==> src/rtl/mem_to_uart_frame_sender.sv <==
// ---------------------------------------------------------------------------
// mem_to_uart_frame_sender
//
// Dumps a range of a byte memory over a UART transmitter, using the same
// two-byte frame the UART-to-memory parser consumes. Each entry goes out as
// a (data, address) pair, or (address, data) when DATA_FIRST = 0.
//
// Ports
//   sys_clock        system clock
//   rst_n            asynchronous active-low reset
//   start            one-cycle dump request, only honoured while idle
//   start_addr       first address to dump (captured on accepted start)
//   count            number of entries, 0 means 256 (captured on start)
//   busy             high while a dump is in progress, including the done cycle
//   done             one-cycle pulse after the last byte has left the UART
//   mem_addr         memory read address
//   mem_rd           one-cycle memory read strobe
//   mem_data         read data, valid the cycle after mem_rd
//   tx_byte          byte for the UART, stable from transmit until sent
//   transmit         one-cycle send strobe to the UART
//   is_transmitting  UART busy flag
// ---------------------------------------------------------------------------
module mem_to_uart_frame_sender #(
    parameter int ADDR_W      = 8,   // one address byte per frame, so <= 8
    parameter int ACK_TIMEOUT = 16,
    parameter bit DATA_FIRST  = 1'b1
) (
    input  logic              sys_clock,
    input  logic              rst_n,
    input  logic              start,
    input  logic [ADDR_W-1:0] start_addr,
    input  logic [7:0]        count,
    output logic              busy,
    output logic              done,
    output logic [ADDR_W-1:0] mem_addr,
    output logic              mem_rd,
    input  logic [7:0]        mem_data,
    output logic [7:0]        tx_byte,
    output logic              transmit,
    input  logic              is_transmitting
);

    localparam int TMO_W = $clog2(ACK_TIMEOUT + 1);
    localparam logic [TMO_W-1:0] TMO_LAST = TMO_W'(ACK_TIMEOUT - 1);

    typedef enum logic [3:0] {
        S_IDLE,
        S_READ,
        S_LATCH,
        S_SEND1,
        S_ACK1,
        S_WAIT1,
        S_SEND2,
        S_ACK2,
        S_WAIT2,
        S_NEXT,
        S_DONE
    } state_t;

    state_t            state_q, state_d;
    logic [ADDR_W-1:0] addr_q, addr_d;
    logic [8:0]        rem_q, rem_d;      // 9 bits so a full 256-entry dump fits
    logic [TMO_W-1:0]  tmo_q, tmo_d;
    logic [7:0]        data_q, data_d;
    logic [7:0]        tx_byte_q, tx_byte_d;
    logic              transmit_q, transmit_d;

    // Address zero-extended to a full byte for the frame.
    logic [7:0] addr_byte;
    logic [7:0] first_byte, second_byte;

    always_comb begin
        addr_byte = '0;
        addr_byte[ADDR_W-1:0] = addr_q;
    end

    assign first_byte  = DATA_FIRST ? data_q    : addr_byte;
    assign second_byte = DATA_FIRST ? addr_byte : data_q;

    always_ff @(posedge sys_clock or negedge rst_n) begin
        if (!rst_n) begin
            state_q    <= S_IDLE;
            addr_q     <= '0;
            rem_q      <= '0;
            tmo_q      <= '0;
            data_q     <= '0;
            tx_byte_q  <= '0;
            transmit_q <= 1'b0;
        end else begin
            state_q    <= state_d;
            addr_q     <= addr_d;
            rem_q      <= rem_d;
            tmo_q      <= tmo_d;
            data_q     <= data_d;
            tx_byte_q  <= tx_byte_d;
            transmit_q <= transmit_d;
        end
    end

    always_comb begin
        state_d    = state_q;
        addr_d     = addr_q;
        rem_d      = rem_q;
        tmo_d      = tmo_q;
        data_d     = data_q;
        tx_byte_d  = tx_byte_q;
        transmit_d = 1'b0;

        case (state_q)
            S_IDLE: begin
                if (start) begin
                    addr_d  = start_addr;
                    rem_d   = (count == 8'd0) ? 9'd256 : {1'b0, count};
                    state_d = S_READ;
                end
            end

            S_READ:  state_d = S_LATCH;

            S_LATCH: begin
                data_d  = mem_data;
                state_d = S_SEND1;
            end

            // transmit is registered so it rises together with tx_byte;
            // the UART-idle check is made the cycle before it appears.
            S_SEND1: begin
                if (!is_transmitting) begin
                    tx_byte_d  = first_byte;
                    transmit_d = 1'b1;
                    tmo_d      = '0;
                    state_d    = S_ACK1;
                end
            end

            // A UART that never raises its busy flag must not stall the dump.
            S_ACK1: begin
                if (is_transmitting || tmo_q == TMO_LAST) begin
                    state_d = S_WAIT1;
                end else begin
                    tmo_d = tmo_q + 1'b1;
                end
            end

            S_WAIT1: begin
                if (!is_transmitting) state_d = S_SEND2;
            end

            S_SEND2: begin
                if (!is_transmitting) begin
                    tx_byte_d  = second_byte;
                    transmit_d = 1'b1;
                    tmo_d      = '0;
                    state_d    = S_ACK2;
                end
            end

            S_ACK2: begin
                if (is_transmitting || tmo_q == TMO_LAST) begin
                    state_d = S_WAIT2;
                end else begin
                    tmo_d = tmo_q + 1'b1;
                end
            end

            S_WAIT2: begin
                if (!is_transmitting) state_d = S_NEXT;
            end

            S_NEXT: begin
                rem_d   = rem_q - 9'd1;
                addr_d  = addr_q + 1'b1;   // wraps modulo 2^ADDR_W
                state_d = (rem_q == 9'd1) ? S_DONE : S_READ;
            end

            S_DONE:  state_d = S_IDLE;

            default: state_d = S_IDLE;
        endcase
    end

    assign busy     = (state_q != S_IDLE);
    assign done     = (state_q == S_DONE);
    assign mem_rd   = (state_q == S_READ);
    assign mem_addr = addr_q;
    assign tx_byte  = tx_byte_q;
    assign transmit = transmit_q;

endmodule

==> config.mk <==
export PLATFORM = sky130hd
export DESIGN_NAME = mem_to_uart_frame_sender
export DESIGN_NICKNAME = d
export VERILOG_FILES = /design/src/rtl/mem_to_uart_frame_sender.sv
export SDC_FILE = /design/constraint.sdc
export NUM_CORES = 1
export LEC_CHECK = 0
export ABC_AREA = 1
export CAP_MARGIN = 20
export CORE_MARGIN = 8
export CORE_UTILIZATION = 50
export CTS_CLUSTER_DIAMETER = 120
export DETAILED_ROUTE_END_ITERATION = 16
export GPL_ROUTABILITY_DRIVEN = 0
export GPL_TIMING_DRIVEN = 0
export PLACE_DENSITY_LB_ADDON = 0.05
export SYNTH_ARGS = -nofsm -noshare
export SYNTH_HDL_FRONTEND = slang
export SYNTH_SLANG_ARGS = --single-unit
==> constraint.sdc <==
create_clock -name sys_clock -period 1.84 [get_ports sys_clock]
set_input_delay 0.184 -clock sys_clock [delete_from_list [all_inputs] [get_ports sys_clock]]
set_output_delay 0.184 -clock sys_clock [all_outputs]
set_load 0.005 [all_outputs]
# --- Word level (Yosys, flattened, before mapping) ---
# Cells that the tools add are included.
# Widths: inputs -> output; s select.
word_totals:
  register_bits: 43
  latch_bits: 0
  ramBits: 0
  rom_bits: 0
  inputBits: 28
  output_inout_bits: 20
  word_cells: 66
  n_memories: 0
classes:
  add_sub_neg: 3
  multipliers: 0
  div_mod_pow: 0
  n_lt_le_gt_ge: 0
  n_eq_ne: 21
  n_shift: 0
  mux: 22
  n_bitwise: 0
  n_reduce_logical: 13
ops:
  columns: ["operator", "count"]
  rows:
  - ["$pmux 4 s10", 1]
  - ["$mux 4", 8]
  - ["$pmux 8 s2", 2]
  - ["$mux 8", 3]
  - ["$mux 9", 2]
  - ["$ne 2x2->1 const B", 9]
  - ["$pmux 9 s2", 1]
  - ["$eq 4x3->1 const B", 4]
  - ["$eq 4x4->1 const B", 3]
  - ["$mux 5", 2]
  - ["$pmux 5 s2", 1]
  - ["$eq 9x1->1 const B", 1]
  - ["$sub 9x1->9 const B", 1]
  - ["$add 8x1->8 const B", 1]
  - ["$eq 4x2->1 const B", 2]
  - ["$logic_not 8->1", 1]
  - ["$reduce_and 7->1", 1]
  - ["$reduce_and 3->1", 2]
  - ["$reduce_bool 2->1", 3]
  - ["$add 5x1->5 const B", 1]
  - ["$eq 5x4->1 const B", 1]
  - ["$eq 4x1->1 const B", 1]
  - ["$logic_not 4->1", 1]
  - ["$reduce_bool 4->1", 1]
  - ["4 further kinds", 6]

# --- Logic depth before layout (Yosys ltp) ---
# Gate-level depths: netlist (run 1).
logic_depth:
  word_depth: 4
  depth_mapped: 11
  depth_no_buf: 11

# --- Worst setup path after synthesis (run 1) ---
# OpenSTA, ideal clock, no wires.
synth_timing:
  path_type: "reg-to-reg"
  from: "register tmo_q[0]"
  to: "register state_q[2]"
  setup_time_ns: 0.120
  arrival_time_ns: 1.473
  required_ns: 1.720
  setup_slack_ns: 0.248
  path_stages_with_launch: 11
  n_path_buf: 0
  synth_period_minus_slack_ns: 1.592
  path_cell_list: "dfrtp_1 > ha_1 > inv_1 > nor3_1 > ha_1 > nor2_1 > nand4_1 > nand3_1 > nor2_1 > nand2_1 > nand2_1"
synth_via:
  elab_chain_len: 4
  word_cells_on_any_way: 5
  classes_between: "3 x eq/ne; 2 x reduce/logical"
synth_rtl:
  columns: ["element", "line", "source"]
  rows:
  - ["from (decl)", "63", "logic [TMO_W-1:0] tmo_q, tmo_d;"]
  - ["from (signal assigned)", "93", "tmo_q <= tmo_d;"]
  - ["$eq 5x4->1 *", "138, 159", null]
  - ["$logic_or 1x1->1 *", "138, 159", null]
  - ["$ne 2x2->1 (no source line)", null, null]
  - ["$reduce_and 7->1 (no source line) *", null, null]
  - ["to (signal assigned)", "90", "state_q <= state_d;"]
  - ["to (decl)", "60", "state_t state_q, state_d;"]
# Mark *: on every way between the ends. The rest lies on a longest branch, timed or not.
# A chain may end at the register's enable or synchronous reset.

# --- Final worst setup path (run 1) ---
layout_timing:
  from: "register state_q[3]"
  to: "output busy"
layout_via:
  elab_chain_len: 1
layout_rtl:
  columns: ["element", "line", "source"]
  rows:
  - ["$reduce_bool 4->1", "182", "assign busy = (state_q != S_IDLE);"]
  - ["to (decl)", "33", "output logic busy,"]
# No other way between the ends.

==> metrics.sh, run 1 <==
RUN_STATUS='finished clean'
IO_PINS=48
FINALPOWER_uW=4990
SYNTH_FLOP_CELL='sky130_fd_sc_hd__dfrtp_1'
MAPPEDNETLISTAREA_UM2=2470
POSTSYNTHNETCOUNT=365
POST_SYNTH.CELL_AREA_AVG_UM2=7.43
CRIT_TYPE='flop to output port'
CTS_MAX_LEVEL=2
SYNTH_CELL_TYPE_COUNT=27
REGTOREGENDPOINT='state_q[1]$_DFFE_PN0P_'
SYNTH_COMPOUND_GATE_AREA_SHARE=0.0913
TRITONCTS='built'
GR-USAGE-MET1=0.211
ANTENNA_CELLS_INSERTED=0
DETAILEDROUTE.FIRSTITERATIONVIOLATIONS=105
SYNTH_ADDER_AREA_SHARE=0.0254
SYNTHXORXNORAREAFRAC=0.00710
TOTAL_NUMBER_OF_CLOCK_TREE_SINKS=43
OVERFLOW=0
FINALCLOCKSKEW_PS=9.22
GRT_SETUP_UNREPAIRED='yes'
TIMING_HOLD_VIOLATIONS_FINAL=0
DRC=0
POWER.DENSITY_CELL_AREA_nW_PER_UM2=1540
HOLD_PATH_CLASS='primary input to async pin'
AVGROUTEDWIREPERCELL_UM=13.3
SYNTH_ASYNC_SR_FLOP_SHARE=1.00
CTS_ROOT_BUFFER='sky130_fd_sc_hd__clkbuf_8'
ROWS=25
FINAL_MAX_SLEW_VIOL_COUNT=0
VDD_IR_DROP_MAX_uV=778
SYNTH_ENABLE_FLOP_CELLS=0
ANT_NETS=0
SEQUENTIAL_CELL_AREA_FRACTION_IN_THE_YOSYS_REPORT=0.436
GRT_START_MAX_NET_PINS=24
FIRST_GLOBAL_VIAS=2320
CRITICAL_PATH_ARRIVAL_PS=1590
CRIT_PATH_START_KIND='flop'
ENDPOINT_KIND='output port'
CTS-ROOT-TO-SINK-BUFFERS=2
DESIGN.CORE.AREA_UM2=4750
FLOORPLAN.INITIALDENSITY=0.519
DIE_HEIGHT_UM=86.2
WORST_SLEW_MARGIN_REL=0.641
POSTSYNTHREGISTERBITS=43
FINAL_SETUP_VIOLS=0
FIN_NETS=428
MAX_FREQ_MHz=565
PLACE.PORT_BUFFERS=47
CLOCK_PIN_SLEW_ON_THE_WORST_SETUP_AND_HOLD_PATHS_PS=90
CAP_VIOL_MAX_COUNT=0
FP.DIEAREA_UM2=7440
ROUTED_WIRELENGTH_UM=6140
SYNTH_SIMPLE_GATE_AREA_SHARE=0.329
GLOBAL_ROUTE_WIRE_LENGTH_BEFORE_REPAIR_UM=10500
WORST_MARGIN_PIN_SLEW_PS=538
SYN-INSTANCE-COUNT=332
LARGEST_FAMILY_OF_LOGIC_CELLS_BY_SYNTHESIZED_AREA='simple AND/OR/NAND/NOR gates'
VIAS_PER_CELL=5.04
INITIAL_ANTENNA_VIOLATION_COUNT=0
CRIT_START='state_q[3]$_DFFE_PN0P_'
SYNTH_LARGEST_TYPE_AREA_FRACTION=0.436
DRTPASS1ITERATIONS=4
GROUTE.USAGE.OVERALL=0.173
SETUP.REG_TO_REG.WORST_SLACK_PS=140
FINAL_CYCLE_UTILIZATION_OF_THE_CRITICAL_PATH=0.963
PATH_MAX_FANOUT=4
ROUTE.VIAS.TOTAL=2332
SYNTH.YOSYS.WARNINGS=0
WORST-R2R-CELL-COUNT=11
GR-USAGE-MET2=0.298
NUMCTSBUFFERS=5
MUX_CELL_AREA_SHARE_AFTER_SYNTHESIS=0.0365
POWER.LEAKAGE_uW=0.00157
YOSYS-TOP-CELLS-AREA='sky130_fd_sc_hd__dfrtp_1 (44%), sky130_fd_sc_hd__nand2_1 (15%), sky130_fd_sc_hd__nand3_1 (6.9%)'
UTILIZATION=0.683
WORSTSKEWPAIRLATENCY_PS=300
HPWL_UM=4610
RR_STARTPOINT='tmo_q[1]$_DFFE_PN0P_'
SYNTH_COMMON_CELLS='sky130_fd_sc_hd__nand2_1 (100), sky130_fd_sc_hd__dfrtp_1 (43), sky130_fd_sc_hd__nor2_1 (38)'
PERIOD_NEEDED_PS=1770
GRT_UTIL_MET3=0.0397
N_FILL_CELL=425
TIMING.CRITICAL_PATH.REQUIRED_PS=1660
GLOBALROUTE.BUSIESTLAYER='met2'
CELL_WITH_THE_MOST_INSTANCES_AFTER_SYNTHESIS='sky130_fd_sc_hd__nand2_1'
DIE_W_UM=86.2
DRIVE_ABOVE_1_SHARE=0.139
SYNTH_TOP_AREA_CELL='sky130_fd_sc_hd__dfrtp_1'
CRITPATHCAPTURE='busy'
SYN_TO_FINAL_GROWTH_PCT=31.6
[cell usage in the layout (no fill, tap or decap), types with 3 or more instances in the layout]
cell type,count
sky130_fd_sc_hd__ha_1,3
sky130_fd_sc_hd__dfrtp_1,41
sky130_fd_sc_hd__a21oi_1,10
sky130_fd_sc_hd__nand2_2,4
sky130_fd_sc_hd__nand2_1,99
sky130_fd_sc_hd__o21ai_0,19
sky130_fd_sc_hd__nor2_2,4
sky130_fd_sc_hd__o22ai_1,4
sky130_fd_sc_hd__nand4_1,5
sky130_fd_sc_hd__nor2_1,35
sky130_fd_sc_hd__clkbuf_8,5
sky130_fd_sc_hd__mux2_2,8
sky130_fd_sc_hd__buf_2,5
sky130_fd_sc_hd__clkdlybuf4s50_1,46
sky130_fd_sc_hd__inv_1,32
sky130_fd_sc_hd__inv_2,4
sky130_fd_sc_hd__o31ai_1,3
sky130_fd_sc_hd__buf_4,9
sky130_fd_sc_hd__nand3_1,34
[final cells by class]
class	instances	area (µm²)	share of cell area
Sequential cell	43	1080	0.332
Clock inverter	3	43.8	0.0135
Tap cell	67	83.8	0.0258
Clock buffer	5	68.8	0.0212
Buffer	8	50.0	0.0154
Timing Repair Buffer	56	556	0.171
Multi-Input combinational cell	245	1230	0.379
Inverter	36	135	0.0416
[worst min path at each step]
stage,depth (start not counted),end,startpoint,slack (ps)
6_report,2,state_q[3]$_DFFE_PN0P_,rst_n,390
5_1_grt,2,state_q[3]$_DFFE_PN0P_,rst_n,460
2_1_floorplan,0,data_q[0]$_DFFE_PN0P_,rst_n,-110
3_5_place_dp,1,state_q[1]$_DFFE_PN0P_,rst_n,200
4_1_cts,2,state_q[1]$_DFFE_PN0P_,rst_n,410
3_3_place_gp,2,tx_byte[5]$_DFFE_PN0P_,tx_byte[5]$_DFFE_PN0P_,460
[sequential cells by signal (all words and copies together), names as in the netlist]
signal and count:
data_q 8, transmit 1, tx_byte 8, rem_q 9, tmo_q 5, mem_addr 8, state_q 4
[stage by stage]
| stage | setup WS (ps) | TNS, ps | area [µm²] | cells | hold WS (ps) |
|---|---|---|---|---|---|
| after floorplan | 248 | 0 | 2470 | 332 | -112 |
| after global placement | -664 | -28590 | 3020 | 446 | 464 |
| after detailed placement | -65.5 | -243 | 3040 | 447 | 198 |
| after CTS | 18.0 | 0 | 3200 | 459 | 406 |
| after global routing | -12.4 | -12.4 | 3250 | 463 | 459 |
| final | 68.6 | 0 | 3250 | 463 | 388 |
[worst max-delay path, stage by stage, from the launching register on]
cell                              delay (ps)
sky130_fd_sc_hd__dfrtp_1                 430
sky130_fd_sc_hd__nor2_1                  260
sky130_fd_sc_hd__nand2_2                 120
sky130_fd_sc_hd__clkdlybuf4s50_1         470
[repair_timing]
action	CTS	global route
endpoints found under the setup margin	5	11
gates resized for setup	4	7
hold buffers	1	0
pin swaps	1	4
setup buffers	3	4
endpoints found under the hold margin	20	0
[report_power, final]
part,leakage (µW),switching (µW),internal [µW]
registers,0.000525,353,1400
logic,0.000991,1350,1150
clock network,0.0000581,338,404
[logic make-up (layout without fill, tap and decap cells)]
group                      Yosys count  after routing
and+or+nand+nor                    189            189
buffers and inverters               44            108
DFF                                 43             43
AOI/OAI and AO/OA                   41             41
muxes                                8              8
adders and majority gates            5              5
xor gates and xnor gates             2              2
[per-layer routing]
metal / vias to the layer above / routed length, µm
met5: - / 0
met2: 51 / 2940
met4: 0 / 77
li1: 1202 / -
met3: 8 / 269
met1: 1071 / 2860
(Power assumes the default switching activity.)
==> inputs of run 2 (changes only) <==
PLACE_DENSITY = 0.86   (was default)
PLACE_DENSITY_LB_ADDON = default   (was 0.05)
==> metrics.sh, run 2 (synthesis results as in run 1) <==
RUN_STATUS='finished clean'
SYN_TO_FINAL_GROWTH_PCT=31.2
FINISH.CELL_COUNT_WITHOUT_FILLERS=460  # -0.65%
CRIT_PATH_START_KIND='flop'
HPWL_UM=4780  # +3.6%
TOTAL_NUMBER_OF_CLOCK_TREE_SINKS=43  # unchanged
RR_STARTPOINT='tmo_q[0]$_DFFE_PN0P_'
DIE_HEIGHT_UM=86.2  # unchanged
CTS-ROOT-TO-SINK-BUFFERS=2  # unchanged
CRITPATHCAPTURE='mem_rd'
TRITONCTS='built'
CRIT_TYPE='flop to output port'
DRC=0  # unchanged
SETUP.REG_TO_REG.WORST_SLACK_PS=130  # about the same
MOSTFREQUENTLAYOUTCELL='sky130_fd_sc_hd__nand2_1'
GLOBAL_ROUTE_WIRE_LENGTH_BEFORE_REPAIR_UM=10800  # +2.7%
POWER.LEAKAGE_uW=0.00157  # -0.40%
ENDPOINT_KIND='output port'
PLACE.DETAILED.INSTANCES=447  # unchanged
DETAILEDROUTE.FIRSTITERATIONVIOLATIONS=146  # +39%
GRT_START_MAX_NET_PINS=33  # +38%
DRIVE_ABOVE_1_SHARE=0.140  # +0.00106
DIE_W_UM=86.2  # unchanged
PLACED_CELL_AREA_UM2=3040  # -0.25%
REGMOSTFLOPS='rem_q'
ROWS=25  # unchanged
VIAS_PER_CELL=5.35  # +6.2%
LARGEST_REGISTER_FFS=9  # unchanged
REGTOREGENDPOINT='state_q[3]$_DFFE_PN0P_'
POWER.DENSITY_CELL_AREA_nW_PER_UM2=1570  # +2.4%
PLACE.PORT_BUFFERS=47  # unchanged
ROUTED_WIRELENGTH_UM=6460  # +5.1%
AVGROUTEDWIREPERCELL_UM=14.0  # +5.8%
HOLD_PATH_CLASS='primary input to async pin'
CTS_ROOT_BUFFER='sky130_fd_sc_hd__clkbuf_8'
CELL_AREA_AFTER_LAYOUT_UM2=3240  # -0.31%
DRTPASS1ITERATIONS=5  # +1
FP.DIEAREA_UM2=7440  # unchanged
ANT_NETS=0  # unchanged
FINAL_MAX_SLEW_VIOL_COUNT=0  # unchanged
IO_PINS=48  # unchanged
FINAL_SETUP_VIOLS=0  # unchanged
WORSTSKEWPAIRLATENCY_PS=300  # about the same
DESIGN.CORE.AREA_UM2=4750  # unchanged
GROUTE.USAGE.OVERALL=0.179  # +0.00581
FIRST_GLOBAL_VIAS=2400  # +3.4%
CAP_VIOL_MAX_COUNT=0  # unchanged
UTILIZATION=0.681  # -0.00211
FLOORPLAN.INITIALDENSITY=0.519  # unchanged
CLOCK_PIN_SLEW_ON_THE_WORST_SETUP_AND_HOLD_PATHS_PS=90  # about the same
PERIOD_NEEDED_PS=1790  # +22.3 ps
MOSTFREQUENTLAYOUTCELLS='sky130_fd_sc_hd__nand2_1 (98), sky130_fd_sc_hd__clkdlybuf4s50_1 (46), sky130_fd_sc_hd__dfrtp_1 (41)'
PATH_MAX_FANOUT=5  # +1
WORST_MARGIN_PIN_SLEW_PS=362  # -176 ps
CTS_MAX_LEVEL=2  # unchanged
OVERFLOW=0  # unchanged
FIN_NETS=425  # -0.70%
FINALSETUPTNS_PS=0  # unchanged
FINALCLOCKSKEW_PS=12.2  # +3.01 ps
CRIT_START='state_q[1]$_DFFE_PN0P_'
ANTENNA_CELLS_INSERTED=0  # unchanged
WORST-R2R-CELL-COUNT=11  # unchanged
NUMCTSBUFFERS=5  # unchanged
MAX_FREQ_MHz=558  # -1.2%
INITIAL_ANTENNA_VIOLATION_COUNT=0  # unchanged
WORST_SLEW_MARGIN_REL=0.758  # +0.117
ROUTE.VIAS.TOTAL=2461  # +5.5%
VDD_IR_DROP_MAX_uV=688  # -12%
TIMING.CRITICAL_PATH.REQUIRED_PS=1660  # about the same
FINAL_CYCLE_UTILIZATION_OF_THE_CRITICAL_PATH=0.975  # +0.0121
TIMING_HOLD_VIOLATIONS_FINAL=0  # unchanged
CRITICAL_PATH_ARRIVAL_PS=1610  # +20 ps
[run 2: worst max-delay path, stage by stage (launching register included)]
cell and delay [ps]:
sky130_fd_sc_hd__dfrtp_2 460, sky130_fd_sc_hd__inv_2 110, sky130_fd_sc_hd__nand2_2 90, sky130_fd_sc_hd__nor2_1 130, sky130_fd_sc_hd__clkdlybuf4s50_1 520
[run 2: cell type report]
type / instances / area (µm²)
sequential: 43 / 1080
fill: 417 / 1520
clock buffer: 5 / 68.8
timing repair buffer: 53 / 526
buffer: 8 / 50.0
tap: 67 / 83.8
clock inverter: 3 / 43.8
multi-input combinational: 245 / 1250
inverter: 36 / 135
[run 2: per-stage QoR]
| step | power (µW) | worst slack, ps | hold WS (ps) |
|---|---|---|---|
| 2_1_floorplan | 3250 | 248 | -112 |
| 3_3_place_gp | 4050 | -604 | 468 |
| 3_5_place_dp | 4160 | -11.3 | 90.2 |
| 4_1_cts | 4930 | 13.3 | 302 |
| 5_1_grt | 5520 | -7.77 | 312 |
| 6_report | 5090 | 46.4 | 287 |
[run 2: power by group]
group | internal, µW | switching (µW)
combinational | 1150 | 1390
clock | 404 | 349
sequential | 1400 | 400
[run 2: how the worst min path moves through the flow]
stage	start	end	slack, ps	depth (start not counted)
5_1_grt	rst_n	tmo_q[0]$_DFFE_PN0P_	310	2
2_1_floorplan	rst_n	data_q[0]$_DFFE_PN0P_	-110	0
6_report	rst_n	tmo_q[0]$_DFFE_PN0P_	290	2
3_5_place_dp	rst_n	tmo_q[4]$_DFFE_PN0P_	90	1
4_1_cts	rst_n	tmo_q[0]$_DFFE_PN0P_	300	2
3_3_place_gp	tx_byte[7]$_DFFE_PN0P_	tx_byte[7]$_DFFE_PN0P_	470	2
[run 2: what timing repair did]
item                                   4_1_cts  5_1_grt
setup endpoints to repair                    5       11
hold buffers                                 1        0
gates cloned                                 0        0
setup buffers                                0        4
resized for setup                            2       15
endpoints found under the hold margin       11        0
pin swaps                                    0        2
[run 2: metal layers]
metal,vias to the layer above,routed length (µm),global-route usage
met4,0,122,0.0657
met2,92,3260,0.311
met3,12,394,0.0435
li1,1193,-,-
met1,1164,2690,0.208
met5,-,0,0
